<file path="src/rtl/rd_req_fifo_bank.sv">
// rd_req_fifo_bank: two per-master read request FIFOs, each drained by a 4-phase req/ack issuer.
module rd_req_fifo_bank #(
  parameter int AWIDTH = 32,
  parameter int DEPTH  = 4
) (
  input  logic                aclk,
  input  logic                areset,
  input  logic [1:0]          in_wren,
  input  logic [AWIDTH-1:0]   in_addr,
  output logic                fifo_full,
  output logic [1:0]          ovf,
  output logic [1:0]          m_req,
  output logic [2*AWIDTH-1:0] m_addr,
  output logic [1:0]          m_cmd,
  input  logic [1:0]          m_ack
);
  localparam int PW = $clog2(DEPTH);
  localparam int CW = PW + 1;
  typedef enum logic [1:0] {IDLE, LOAD, ISSUE, RELEASE} state_t;
  logic illegal;
  logic [1:0][CW-1:0] next_count;
  assign illegal = &in_wren;
  assign m_cmd = '0;
  for (genvar i = 0; i < 2; i++) begin : g_ch
    logic [AWIDTH-1:0] mem [DEPTH];
    logic [PW-1:0] wptr, rptr;
    logic [CW-1:0] count;
    logic [AWIDTH-1:0] addr_r;
    logic req_r, ovf_r, pop, push;
    state_t state;
    assign pop = (state == IDLE) && (count != '0);
    // a pop in the same cycle frees the slot, so a push into a full FIFO is still accepted
    assign push = in_wren[i] && !illegal && ((count != CW'(DEPTH)) || pop);
    assign next_count[i] = count + CW'(push) - CW'(pop);
    assign m_req[i] = req_r;
    assign ovf[i] = ovf_r;
    assign m_addr[i*AWIDTH +: AWIDTH] = addr_r;
    always_ff @(posedge aclk)
      if (push) mem[wptr] <= in_addr;
    always_ff @(posedge aclk)
      if (areset) begin
        wptr   <= '0;
        rptr   <= '0;
        count  <= '0;
        ovf_r  <= 1'b0;
        req_r  <= 1'b0;
        addr_r <= '0;
        state  <= IDLE;
      end else begin
        count <= next_count[i];
        if (push) wptr <= wptr + 1'b1;
        if (pop) rptr <= rptr + 1'b1;
        if (illegal || (in_wren[i] && !push)) ovf_r <= 1'b1;
        case (state)
          IDLE: if (pop) begin
            addr_r <= mem[rptr];
            state  <= LOAD;
          end
          LOAD: begin
            req_r <= 1'b1;
            state <= ISSUE;
          end
          ISSUE: if (m_ack[i]) begin
            req_r <= 1'b0;
            state <= RELEASE;
          end
          RELEASE: if (!m_ack[i]) state <= IDLE;
          default: state <= IDLE;
        endcase
      end
  end
  always_ff @(posedge aclk)
    if (areset) fifo_full <= 1'b0;
    else fifo_full <= (next_count[0] == CW'(DEPTH)) || (next_count[1] == CW'(DEPTH));
endmodule

</file>
<file path="config.mk">
export PLATFORM = sky130hd
export DESIGN_NAME = rd_req_fifo_bank
export DESIGN_NICKNAME = d
export VERILOG_FILES = /design/src/rtl/rd_req_fifo_bank.sv
export SDC_FILE = /design/constraint.sdc
export NUM_CORES = 1
export LEC_CHECK = 0
export ABC_AREA = 1
export CORE_MARGIN = 2
export CORE_UTILIZATION = 50
export DETAILED_ROUTE_END_ITERATION = 12
export MAX_ROUTING_LAYER = met4
export PLACE_DENSITY = 0.7
export SYNTH_ARGS = -nofsm -noshare
export SYNTH_HDL_FRONTEND = slang
export SYNTH_SLANG_ARGS = --single-unit
export TNS_END_PERCENT = 30
</file>
<file path="constraint.sdc">
create_clock -name aclk -period 7.2 [get_ports aclk]
set_input_delay 1.08 -clock aclk [delete_from_list [all_inputs] [get_ports aclk]]
set_output_delay 1.08 -clock aclk [all_outputs]
set_load 0.01 [all_outputs]
</file>
Word-level counts from Yosys, hierarchy flattened
Memories as Yosys holds them, arrays and structs flattened. A register that Yosys moved wholly into a read port is not among the register bits.
Cells that the tools add are included.
{"block": "totals", "regBits": 23, "n_memories": 2, "mem_bits_rw": 256, "out_inout_bits": 71}
{"block": "op_classes", "muxes": 16, "n_eq_ne": 16, "n_reduce_logical": 29, "n_addsub": 8}
{"memory": "g_ch[0].mem", "words": 4, "word_bits": 32, "rd": 1, "rd_ports_with_merged_regs": 1, "wr": 1, "line_no": "25", "rtl": "logic [AWIDTH-1:0] mem [DEPTH];"}
{"memory": "g_ch[1].mem", "words": 4, "word_bits": 32, "rd": 1, "rd_ports_with_merged_regs": 1, "wr": 1, "line_no": "25"}
{"cell": "2-bit case mux with 4 select lines", "count": 2}
{"cell": "2-bit 2-to-1 mux", "count": 6}
{"cell": "2-bit != test, second input constant", "count": 6}
{"cell": "2-bit AND reduction", "count": 5}
{"cell": "2-bit by 1-bit adder with 2-bit output, second input constant", "count": 4}
{"cell": "2-bit == test, second input constant", "count": 4}
{"cell": "1-bit logical AND", "count": 8}
{"cell": "3-bit by 1-bit adder with 3-bit output", "count": 2}
{"cell": "3-bit == test, second input constant", "count": 2}
{"cell": "1-bit 2-to-1 mux", "count": 6}
{"cell": "3-bit != test, second input constant", "count": 2}
{"cell": "3-bit AND reduction", "count": 2}
{"cell": "3-bit nonzero test", "count": 2}
{"cell": "3-bit by 1-bit subtractor with 3-bit output", "count": 2}
{"cell": "1-bit logical OR", "count": 5}
{"cell": "2-bit by 1-bit == test with 1-bit output, second input constant", "count": 2}
{"cell": "2-bit zero test", "count": 2}
{"cell": "1-bit case mux with 2 select lines", "count": 2}
{"cell": "2-bit nonzero test", "count": 2}
{"cell": "1-bit zero test", "count": 3}

Longest topological paths before layout
{"block": "logic_depth", "depth_word": 8, "ltp_mapped": 16, "ltp_nobuf": 16}

Worst setup path after synthesis
OpenSTA, ideal clock, no wires.
{"block": "synth_path", "kind": "input -> register", "start": "input port in_wren[0]", "end": "memory g_ch[0].mem[0][0], enable pin", "t_arrival_ns": 2.797, "path_stages": 4, "slack_ns": 3.982, "n_path_buf": 0, "path_cell_list": "inv_1 nor2_1 nand2_1 nor2_1"}
{"block": "synth_via", "elab_chain_len": 6}
{"item": "start, declared", "line_no": "8", "rtl": "input logic [1:0] in_wren,"}
{"item": "2-bit AND reduction", "line_no": "22", "rtl": "assign illegal = &in_wren;"}
{"item": "1-bit zero test", "line_no": "33", "rtl": "assign push = in_wren[i] && !illegal && ((count != CW'(DEPTH)) || pop);"}
{"item": "1-bit logical AND (*) (2 in a row)", "line_no": "33"}
{"item": "1-bit 2-to-1 mux (*)", "line_no": "39", "rtl": "if (push) mem[wptr] <= in_addr;"}
{"item": "1-bit 2-to-1 mux (implied by the code) (*)", "line_no": "39"}
{"item": "end, declared", "line_no": "25"}
Mark *: on every way between the ends. The rest lies on a longest branch, timed or not.

Final worst setup path
{"block": "layout_path", "start": "input port in_wren[1]", "end": "register fifo_full"}
{"block": "layout_via", "elab_chain_len": 8}
{"item": "2-bit AND reduction", "line_no": "22"}
{"item": "1-bit zero test", "line_no": "33"}
{"item": "1-bit logical AND (2 in a row)", "line_no": "33"}
{"item": "3-bit by 1-bit adder with 3-bit output", "line_no": "34", "rtl": "assign next_count[i] = count + CW'(push) - CW'(pop);"}
{"item": "3-bit by 1-bit subtractor with 3-bit output", "line_no": "34"}
{"item": "3-bit == test", "line_no": "74", "rtl": "else fifo_full <= (next_count[0] == CW'(DEPTH)) || (next_count[1] == CW'(DEPTH));"}
{"item": "1-bit logical OR (*)", "line_no": "74"}
{"item": "end signal, assigned", "line_no": "74"}
{"item": "end, declared", "line_no": "10", "rtl": "output logic fifo_full,"}
Marks and branches as above.
A chain may end at the register's enable or synchronous reset.

==> impl_metrics.py <==
metrics = {
    "hold_path": {
        "hp-class": "flip-flop to flip-flop",
        "worst_hold_startpoint": "g_ch[0].ovf_r",
    },
    "drt": {
        "drt_pre_antenna_iters": 5,
        "ant_nets": 0,
        "wl_mm": 30.47,
        "dr_total_vias": 10025,
        "vias_per_cell": 4.738,
        "wl_per_cell_um": 14.40,
        "drc": 0,
        "drtIter0Drc": 761,
    },
    "grt": {
        "grt_max_degree": 68,
        "grt_pass1_vias": 9855,
        "grt_pass1_wl_mm": 49.12,
        "antenna_found_initial": 0,
        "grtUsageTotal_pct": 20.72,
        "grt_overflow": 0,
    },
    "sta": {
        "setup_tns_ps": 0,
        "min_period_ps": 3153,
        "finalClockSkew_ps": 21.48,
        "rsz0062_at_grt": "no",
        "maxSlewViolCount": 0,
        "hold_viol": 0,
        "finalCritPeriodShare_pct": 43.79,
        "setup_viol": 0,
        "maxSlewHeadroom_pct": 23.40,
        "layout_setup_ws_ps": 4047,
        "max_slew.worst_pin.slew_ps": 1146,
        "clock.fmax_mhz": 317.2,
    },
    "yosys": {
        "synthCells": 1619,
        "netlist_area_um2": 14770,
        "yosys.area.top_type": "edfxtp_1",
        "yosys_register_bits": 343,
        "yosys_warnings": 0,
        "ys_seq_area_share_pct": 63.83,
        "yosysUniqueCellTypes": 22,
        "synth_area_leaders": "edfxtp_1, nand2_1, dfxtp_1",
        "syn_area_per_cell_um2": 9.125,
        "synth_top_area_share_pct": 52.04,
    },
    "placed_design": {
        "gp_congestion": 0.7675,
        "dp_hpwl_mm": 17.37,
        "pre_cts_ws_ps": 3576,
        "port_buffers": 106,
        "placed_area_um2": 16050,
    },
    "cells_and_area": {
        "final_area_um2": 17300,
        "nets": 1763,
        "final_common_cell": "nand2_1",
        "drive_above_1_share_pct": 4.619,
        "final_cell_mix": "nand2_1, inv_1, edfxtp_1",
        "syn_to_final_growth_pct": 17.13,
        "antenna_cells": 0,
    },
    "power": {
        "power_density_nw_per_um2": 383.9,
        "ir_worst_vdd_v": 0.0002498,
        "p_total_mw": 6.643,
        "power.leakage_nw": 7.878,
    },
    "cts": {
        "tritoncts": "built",
        "cts.sinks": 343,
        "h-tree-depth": 2,
        "post_cts.resized_instances": 0,
        "cts_buffer_depth": 3,
        "postCtsSetupBuffers": 0,
        "clockRootBuffer": "clkbuf_16",
        "cts.reportedPaths.clkPinSlew_ps": 60,
        "ctsHoldBuffers": 0,
        "insertion_delay_ps": 520,
        "cts_buffers": 37,
    },
    "worst_setup_path": {
        "worstPathMaxFanout": 8,
        "critPathLaunch": "in_wren[1]",
        "end_kind": "flip-flop",
        "critPathLaunchType": "input port",
        "worstPathArrival_ps": 3600,
        "critPathRequiredTime_ps": 7650,
        "timing.rr.start": "g_ch[1].state[0]",
        "path_class": "input port to flip-flop",
    },
    "floorplanning": {
        "placeableCoreArea_um2": 28940,
        "die_y_um": 175.9,
        "fp.dieArea_um2": 30940,
        "initial_utilization_pct": 51.06,
        "rows": 62,
        "dieWidth_um": 175.9,
        "io_pins": 109,
    },
    "run": {
        "max-cap-violations": 0,
    },
    "status": {
        "status": "completed",
    },
}
-- logic make-up after synthesis --
| logic type | after synthesis | share of synthesized area (%) |
|---|---|---|
| AO/OA/AOI/OAI | 17 | 0.6098 |
| adder cells (fa/ha/maj) | 22 | 1.965 |
| buffers and inverters | 438 | 12.04 |
| flip-flops | 343 | 63.83 |
| other | 1 | 0.02538 |
| AND/OR/NAND/NOR | 798 | 21.54 |
-- state kept, by name, summed over array words and instances (netlist names) --
register     cells
g_ch.req_r       2
fifo_full        1
g_ch.wptr        4
g_ch.addr_r     64
g_ch.rptr        4
g_ch.count       6
g_ch.ovf_r       2
g_ch.state       4
g_ch.mem       256
-- cell type report --
type | count | area (um^2)
clock buffer | 50 | 1037
clock inverter | 18 | 212.7
fill | 2349 | 11630
inverter | 367 | 1378
multi-input combinational | 839 | 3632
sequential | 343 | 9434
tap | 384 | 480.5
timing repair buffer | 115 | 1129
-- power by group --
group / switching, mW / total [mW] / internal (mW)
Sequential: 0.144 / 2.53 / 2.39
Clock: 0.747 / 1.94 / 1.19
Combinational: 1.35 / 2.17 / 0.819
-- cell usage after synthesis --
cell type  count
nor2_1       162
inv_1        364
conb_1         1
fa_1           2
nand4_1        1
buf_1          1
nand3_1      141
buf_2         32
clkbuf_1      20
nand2_1      491
edfxtp_1     256
a22oi_1        2
buf_6          7
buf_4         11
nand2_2        1
nor2_2         1
a21oi_1       13
dfxtp_1       87
inv_2          3
and3_1         1
o21ai_0        2
ha_1          20
-- layer usage --
| layer | part of all wire [%] | track usage, % |
|---|---|---|
| met4 | 2.1 | 5.957 |
| met2 | 49 | 35.14 |
| met3 | 4.9 | 2.987 |
| met5 | 0 | - |
| met1 | 44 | 26.05 |
-- worst paths after layout --
path,to,slack [ps],depth (start not counted)
setup / recovery,fifo_full,4050,13
hold / removal,g_ch[0].ovf_r,450,2
setup reg to reg,fifo_full,4200,14
hold reg to reg,g_ch[0].ovf_r,450,2
-- metrics by stage --
stage	cells	utilization (%)	hold slack, ps
final	2116	59.80	451.4
after global routing	2116	59.80	489.7
after CTS	2116	59.80	452.3
after detailed placement	2048	55.48	443.5
after global placement	2048	55.48	439.4
after floorplan	1620	-	430.4
-- critical path, cell delays in order --
cell	delay [ps]
clkdlybuf4s50_1	540
inv_1	50
nor2_1	150
nand2_1	330
ha_1	400
inv_1	50
ha_1	130
inv_1	40
fa_1	500
inv_1	50
nor2_1	80
nand4_1	90
nand2_1	80
(Power assumes the default switching activity.)
